**src/rtl/serie_a_paralelo_if.sv**
```systemverilog
// Serial-link receive bundle: serial bit in, deserialised byte and status out.
// master = stream source / observer, slave = deserialiser.
interface serie_a_paralelo_if;
    logic       data_in;
    logic [7:0] data_out;
    logic       valid_out;
    logic       byte_stb;
    logic       active;

    modport master (
        output data_in,
        input  data_out,
        input  valid_out,
        input  byte_stb,
        input  active
    );

    modport slave (
        input  data_in,
        output data_out,
        output valid_out,
        output byte_stb,
        output active
    );
endinterface

```
**src/rtl/serie_a_paralelo.sv**
```systemverilog
// MSB-first serial-to-byte deserialiser with comma-based byte alignment.
// Optional misalignment recovery in ACTIVE: define SP_REALIGN_EN.
module serie_a_paralelo #(
    parameter logic [7:0]  COMMA      = 8'hBC,
    parameter int unsigned LOCK_COUNT = 4
) (
    input  logic                clk_32f,
    input  logic                reset,
    serie_a_paralelo_if.slave   bus
);

    typedef enum logic [1:0] {
        SEARCH = 2'd0,
        ALIGN  = 2'd1,
        ACTIVE = 2'd2
    } state_t;

    state_t     state_q;
    logic [7:0] shreg_q;
    logic [2:0] bit_cnt_q;
    logic [3:0] comma_cnt_q;
    logic [7:0] data_q;
    logic       valid_q;
    logic       stb_q;
    logic       active_q;

`ifdef SP_REALIGN_EN
    logic [2:0] off_q;
    logic       off_vld_q;
    logic       rep_q;
`endif

    logic [7:0] shreg_d;
    logic [4:0] cnt_inc;
    logic       boundary;
    logic       is_comma;

    // Current 8-bit window including the bit being sampled this edge.
    assign shreg_d  = {shreg_q[6:0], bus.data_in};
    assign is_comma = (shreg_d == COMMA);
    assign boundary = (bit_cnt_q == 3'd7);
    assign cnt_inc  = {1'b0, comma_cnt_q} + 5'd1;

    // Single FSM: alignment search, lock counting, data delivery.
    always_ff @(posedge clk_32f) begin
        if (!reset) begin
            state_q     <= SEARCH;
            shreg_q     <= 8'h00;
            bit_cnt_q   <= 3'd0;
            comma_cnt_q <= 4'd0;
            data_q      <= 8'h00;
            valid_q     <= 1'b0;
            stb_q       <= 1'b0;
            active_q    <= 1'b0;
`ifdef SP_REALIGN_EN
            off_q       <= 3'd0;
            off_vld_q   <= 1'b0;
            rep_q       <= 1'b0;
`endif
        end else begin
            shreg_q <= shreg_d;
            stb_q   <= 1'b0;
            unique case (state_q)
                SEARCH: begin
                    if (is_comma) begin
                        state_q     <= ALIGN;
                        bit_cnt_q   <= 3'd0;
                        comma_cnt_q <= 4'd1;
                    end
                end
                ALIGN: begin
                    bit_cnt_q <= bit_cnt_q + 3'd1;
                    if (boundary) begin
                        stb_q <= 1'b1;
                        if (is_comma) begin
                            comma_cnt_q <= cnt_inc[3:0];
                            if (cnt_inc >= 5'(LOCK_COUNT)) begin
                                state_q  <= ACTIVE;
                                active_q <= 1'b1;
                            end
                        end else begin
                            state_q     <= SEARCH;
                            comma_cnt_q <= 4'd0;
                        end
                    end
                end
                ACTIVE: begin
                    bit_cnt_q <= bit_cnt_q + 3'd1;
                    if (boundary) begin
                        stb_q <= 1'b1;
                        if (is_comma) begin
                            valid_q <= 1'b0;
`ifdef SP_REALIGN_EN
                            off_vld_q <= 1'b0;
                            rep_q     <= 1'b0;
`endif
                        end else begin
`ifdef SP_REALIGN_EN
                            if (rep_q) begin
                                state_q     <= SEARCH;
                                active_q    <= 1'b0;
                                valid_q     <= 1'b0;
                                comma_cnt_q <= 4'd0;
                                off_vld_q   <= 1'b0;
                                rep_q       <= 1'b0;
                            end else begin
                                data_q  <= shreg_d;
                                valid_q <= 1'b1;
                            end
`else
                            data_q  <= shreg_d;
                            valid_q <= 1'b1;
`endif
                        end
                    end
`ifdef SP_REALIGN_EN
                    else if (is_comma) begin
                        if (off_vld_q && off_q == bit_cnt_q) begin
                            rep_q <= 1'b1;
                        end else begin
                            off_q     <= bit_cnt_q;
                            off_vld_q <= 1'b1;
                            rep_q     <= 1'b0;
                        end
                    end
`endif
                end
                default: begin
                    state_q <= SEARCH;
                end
            endcase
        end
    end

    assign bus.data_out  = data_q;
    assign bus.valid_out = valid_q;
    assign bus.byte_stb  = stb_q;
    assign bus.active    = active_q;

endmodule
```
**src/flat_wrapper.sv**
```systemverilog
// flat-port wrapper written by rule: the top's interface ports become plain ports
module serie_a_paralelo_flat 
#(
    parameter logic [7:0]  COMMA      = 8'hBC,
    parameter int unsigned LOCK_COUNT = 4
)
  (clk_32f, reset, bus_data_in, bus_data_out, bus_valid_out, bus_byte_stb, bus_active);
  serie_a_paralelo_if bus_i ();
  input  logic clk_32f;
  input  logic reset;
  input wire logic [$bits(bus_i.data_in)-1:0] bus_data_in;
  output wire logic [$bits(bus_i.data_out)-1:0] bus_data_out;
  output wire logic [$bits(bus_i.valid_out)-1:0] bus_valid_out;
  output wire logic [$bits(bus_i.byte_stb)-1:0] bus_byte_stb;
  output wire logic [$bits(bus_i.active)-1:0] bus_active;
  assign bus_i.data_in = bus_data_in;
  assign bus_data_out = bus_i.data_out;
  assign bus_valid_out = bus_i.valid_out;
  assign bus_byte_stb = bus_i.byte_stb;
  assign bus_active = bus_i.active;
  serie_a_paralelo #(.COMMA(COMMA), .LOCK_COUNT(LOCK_COUNT)) u_core (.clk_32f(clk_32f), .reset(reset), .bus(bus_i));
endmodule
```
**config.mk**
```make
export PLATFORM = sky130hd
export DESIGN_NAME = serie_a_paralelo_flat
export DESIGN_NICKNAME = d
export VERILOG_FILES = /design/src/rtl/serie_a_paralelo_if.sv /design/src/rtl/serie_a_paralelo.sv /design/src/flat_wrapper.sv
export SDC_FILE = /design/constraint.sdc
export NUM_CORES = 1
export LEC_CHECK = 0
export BUFFER_PORTS_ARGS = -buffer_cell sky130_fd_sc_hd__buf_2
export CORE_MARGIN = 2
export CORE_UTILIZATION = 55
export CTS_BUF_LIST = sky130_fd_sc_hd__clkbuf_4 sky130_fd_sc_hd__clkbuf_8 sky130_fd_sc_hd__clkbuf_16
export DETAILED_ROUTE_END_ITERATION = 7
export GPL_ROUTABILITY_DRIVEN = 0
export GPL_TIMING_DRIVEN = 0
export PLACE_DENSITY = 0.75
export SLEW_MARGIN = 5
export SYNTH_ARGS = -nofsm -noshare
export SYNTH_HDL_FRONTEND = slang
export SYNTH_SLANG_ARGS = --single-unit
```
**constraint.sdc**
```tcl
create_clock -name clk_32f -period 2.2 [get_ports clk_32f]
set_input_delay 0.44 -clock clk_32f [delete_from_list [all_inputs] [get_ports clk_32f]]
set_output_delay 0.44 -clock clk_32f [all_outputs]
set_load 0.01 [all_outputs]
```
# [Word level (Yosys, flattened, before mapping)]
# Index checks and enable logic that the tools add are counted.
[word_totals] input_bits=3 regBits=27 out_inout_bits=11 elab_cells=44
[op_classes] add_sub_neg=2 order_cmp=1 n_bitwise=2 eq_ne=7 reduce_logical=11 mux=13
[ops] cell="$mux 4" count=3
[ops] cell="$eq 8x8->1 const B" count=1
[ops] cell="$mux 2" count=4
[ops] cell="$pmux 4 s2" count=1
[ops] cell="$reduce_and 4->1" count=2
[ops] cell="$pmux 2 s3" count=1
[ops] cell="$pmux 3 s2" count=1
[ops] cell="$reduce_and 2->1" count=3
[ops] cell="$reduce_and 3->1" count=2
[ops] cell="$add 4x1->5 const B" count=1
[ops] cell="$ge 5x3->1 const B" count=1
[ops] cell="$ne 2x1->1 const B" count=2
[ops] cell="$reduce_bool 2->1" count=2
[ops] cell="$add 3x1->3 const B" count=1
[ops] cell="$eq 3x3->1 const B" count=1
[ops] cell="$mux 3" count=1
[ops] cell="$ne 3x3->1 const B" count=1
[ops] cell="$eq 2x1->1 const B" count=1
[ops] cell="$eq 2x2->1 const B" count=1
[ops] cell="$logic_not 2->1" count=1
[ops] cell="$mux 1" count=2
[ops] cell="$not 1->1" count=2
[ops] cell="$reduce_or 2->1" count=1

# [Depth between registers and ports, before layout]
[logic_depth] depth_word=6 mapped_depth=7 depth_no_buf=7

# [Worst setup path after synthesis]
# No wires, ideal clock.
[synth_path] path_type="input -> register" from="input bus_data_in" to="register u_core.comma_cnt_q[0]" slack_ps=449 t_required_ps=2073 setup_ps=127 t_arrival_ps=1624 stages=5 n_path_buf=0 cell_sequence="or4b_4 nor2_2 nand2_1 a221oi_1 nor3_1"
[synth_between] elab_chain_cells=4 word_cells_on_any_way=6 classes_between="eq/ne (2); mux (3); reduce/logical (1)"
[synth_lines] item="start: declaration" line_no="flat_wrapper.sv:11" rtl="input wire logic [$bits(bus_i.data_in)-1:0] bus_data_in;"
[synth_lines] item="$eq 8x8->1 *" line_no="serie_a_paralelo.sv:40" rtl="assign is_comma = (shreg_d == COMMA);"
[synth_lines] item="$mux 4" line_no="serie_a_paralelo.sv:75" rtl="if (is_comma) begin"
[synth_lines] item="$mux 4" line_no="serie_a_paralelo.sv:73" rtl="if (boundary) begin"
[synth_lines] item="$pmux 4 s2" line_no="serie_a_paralelo.sv:63" rtl="unique case (state_q)"
[synth_lines] item="end signal: assignment" line_no="serie_a_paralelo.sv:76" rtl="comma_cnt_q <= cnt_inc[3:0];"
[synth_lines] item="end: declaration" line_no="serie_a_paralelo.sv:21" rtl="logic [3:0] comma_cnt_q;"
# Mark *: on every way between the ends. The rest lies on a longest branch, timed or not. The select of a mux whose other input is x is not followed.
# A chain may end at the register's enable or synchronous reset.

# [Worst setup path in the final report]
[layout_path] from="register u_core.bit_cnt_q[0]" to="register u_core.data_q[3] (netlist: u_core.bus.data_out[3])"
[layout_between] elab_chain_cells=2
[layout_lines] item="start: declaration" line_no="serie_a_paralelo.sv:20" rtl="logic [2:0] bit_cnt_q;"
[layout_lines] item="start signal: assignment" line_no="serie_a_paralelo.sv:72" rtl="bit_cnt_q <= bit_cnt_q + 3'd1;"
[layout_lines] item="start signal: assignment" line_no="serie_a_paralelo.sv:88" rtl="bit_cnt_q <= bit_cnt_q + 3'd1;"
[layout_lines] item="$eq 3x3->1" line_no="serie_a_paralelo.sv:41" rtl="assign boundary = (bit_cnt_q == 3'd7);"
[layout_lines] item="net u_core.boundary" line_no="serie_a_paralelo.sv:35" rtl="logic boundary;"
[layout_lines] item="$reduce_and 3->1 (no line)"
[layout_lines] item="end signal: assignment" line_no="serie_a_paralelo.sv:111" rtl="data_q <= shreg_d;"
[layout_lines] item="end: declaration" line_no="serie_a_paralelo.sv:22" rtl="logic [7:0] data_q;"
# The timed path passes the listed nets, and every way through them passes these cells.

==> results.py <==
metrics = {
    "status": {
        "status": "finished clean",
    },
    "setup_path": {
        "crit_family": "simple AND/OR/NAND/NOR gates",
        "crit_path_frequent_cell": "ha_1",
        "crit_type": "reg -> reg",
        "worstPathArrival_ns": 2.05,
        "worst-path-buf-inv": 0,
        "crit_slowest_cell": "nor2_2",
        "path_cells": "ha_1 -> ha_1 -> nand2_1 -> nor2_2 -> mux2i_1 -> nor2_1",
        "cp_max_fo": 9,
        "slowest_delay_ns": 0.46,
        "start_kind": "flip-flop",
        "worst_setup_path_end_kind": "flip-flop",
        "cp_data_required_time_ns": 2.41,
    },
    "flow_run": {
        "maxCapViolCount": 0,
    },
    "global_routing": {
        "grt_pass1_wl_um": 3160,
        "antenna_found_initial": 0,
        "overflow": 0,
        "grtUsageTotal_pct": 17.0,
        "grt_pass1_vias": 737,
        "grt_max_degree": 15,
    },
    "die": {
        "start_util_pct": 57.9,
        "die_y_um": 49.2,
        "io_pins": 14,
        "rows": 16,
        "coreArea_sq_um": 1940,
        "dieWidth_um": 49.2,
        "die_area_sq_um": 2420,
    },
    "synth": {
        "synth_top_area_cell": "dfxtp_1",
        "yosysSeqAreaShare_pct": 48.1,
        "syn_inst": 116,
        "synth_edf_count": 0,
        "ys_ff_latch": 27,
        "ys.flop_type": "dfxtp_1",
        "synth_common_cells": "dfxtp_1, nor2_1, nand2_1",
        "synth_cell_types": 28,
        "async_reset_ff_share_pct": 0,
        "syn_area_per_cell_sq_um": 9.69,
        "yosysMostFrequentCell": "dfxtp_1",
        "synth_nets": 126,
        "yosysWarningCount": 0,
        "synthTopCellsByArea": "dfxtp_1, mux2i_1, ha_1",
        "syn_area_sq_um": 1120,
        "synth_top_cell_area_share_pct": 48.1,
    },
    "clocking": {
        "ctsHtreeMaxLevel": 1,
        "cts_root_buffer": "clkbuf_4",
        "cts_sinks": 27,
        "worstSkewPairLatency_ns": 0.32,
        "cts_resized": 0,
        "cts_setup_buffers": 0,
        "cts_tree": "built",
        "cts_made_buffers": 3,
        "ctsHoldBuffers": 0,
        "clk_pin_slew_ns": 0.14,
        "cts_max_path_buffers": 2,
    },
    "sta": {
        "finalCriticalPeriod_ns": 1.84,
        "setup_viol": 0,
        "worst_pin_slew_ns": 0.566,
        "finalSetupTns_ns": 0,
        "hold_ws_ns": 0.347,
        "finalHoldViolations": 0,
        "max_freq_mhz": 542,
        "rsz0062_at_grt": "no",
        "skew_ns": 0.00401,
        "final-max-slew-violation-count": 0,
        "post-route-period-util_pct": 83.8,
        "slew_headroom_pct": 62.2,
    },
    "pwr": {
        "finalPower_mw": 0.781,
        "p_per_area_nw_per_um2": 623,
        "ir_drop_mv": 0.485,
        "p_leak_nw": 0.501,
    },
    "layout": {
        "nFillCells": 176,
        "drive_gt1_share_pct": 16.5,
        "antenna_cells": 0,
        "multi_input_area_sq_um": 557,
        "finish.instance_area_sq_um": 1250,
        "seqCellArea_sq_um": 541,
        "synthToLayoutAreaGrowth_pct": 11.5,
        "finalNonFillerCells": 160,
        "fin_nets": 144,
    },
    "placed_design": {
        "placed_area_sq_um": 1220,
        "hpwl_um": 1460,
        "dpl.cell_count": 156,
        "io_buffers": 13,
    },
    "routing": {
        "routedWlPerCell_um": 12.2,
        "final_antenna_net_count": 0,
        "drt_iter0_markers": 12,
        "drt-total-wl_um": 1960,
        "vias": 841,
        "first_pass_iters": 4,
        "vias_per_cell": 5.26,
        "drc": 0,
    },
    "worst_hold_path": {
        "hold_path.class": "in -> reg",
    },
}
-- per-stage QoR --
stage                     setup WS [ns]  util, %
final                             0.356     64.5
after global routing              0.195     64.5
after CTS                         0.345     64.5
after detailed placement          0.168     63.0
after global placement            0.211     63.0
after floorplan                   0.449        -
-- per-layer routing --
| layer | vias up | share of wire [%] | track usage (%) |
|---|---|---|---|
| li1 | 439 | - | - |
| met1 | 379 | 47 | 20.2 |
| met2 | 18 | 47 | 29.1 |
| met3 | 5 | 3.8 | 3.99 |
| met4 | 0 | 1.6 | 7.14 |
| met5 | - | 0 | 0 |
-- final cells by class --
class / count / area share [%]
Multi-Input combinational cell: 82 / 44.5
Timing Repair Buffer: 13 / 5.19
Tap cell: 27 / 2.70
Inverter: 4 / 1.20
Clock buffer: 4 / 2.40
Buffer: 3 / 0.899
Sequential cell: 27 / 43.2
-- kinds of logic (layout without fill, tap and decap cells) --
logic type	after synthesis	count (layout)	synth area share, %
flip-flops	27	27	48.1
buffers and inverters	7	24	2.34
adder cells (fa/ha/maj)	7	7	7.79
AO/OA/AOI/OAI	21	21	13.3
multiplexers	9	9	8.02
AND/OR/NAND/NOR	45	45	20.5
-- worst reg2reg max path, delay by kind of cell, from the launching register on --
kind                       cells  cell delay [ns]
muxes                          1             0.25
DFF                            1             0.38
and+or+nand+nor                3             0.64
adders and majority gates      2             0.47
-- cell usage in the layout, fill, tap and decap left out, types with 2 or more instances in the layout --
cell type,n
buf_2,13
ha_1,7
o22ai_1,2
a31oi_1,2
a32oi_1,2
o21a_1,3
inv_1,4
nand3_1,4
nor2_2,2
nand3b_1,2
nand2_1,10
mux2i_1,9
nand4_1,2
a21oi_1,6
clkbuf_4,4
nor2_1,12
dfxtp_1,27
clkbuf_1,3
o21ai_0,2
and2_1,7
-- where the power goes --
part | internal (mW) | switching, mW
logic | 0.0216 | 0.0390
clock network | 0.0833 | 0.138
registers | 0.495 | 0.00410
-- sequential cells by signal, indices dropped and copies added, names as in the netlist --
register and flops:
u_core.bit_cnt_q 3, u_core.bus.active 1, u_core.bus.byte_stb 1, u_core.bus.data_out 8
u_core.bus.valid_out 1, u_core.comma_cnt_q 4, u_core.shreg_q 7, u_core.state_q 2
-- worst paths after layout --
kind	from	to	slack, ns	depth (start not counted)
setup / recovery	u_core.bit_cnt_q[0]	u_core.bus.data_out[3]	0.36	6
setup reg to reg	u_core.bit_cnt_q[0]	u_core.bus.data_out[3]	0.36	6
hold reg to reg	u_core.bus.active	u_core.bus.active	0.48	1
hold / removal	bus_data_in	u_core.shreg_q[0]	0.35	2
Note: power is estimated with default switching activity, not from simulation.
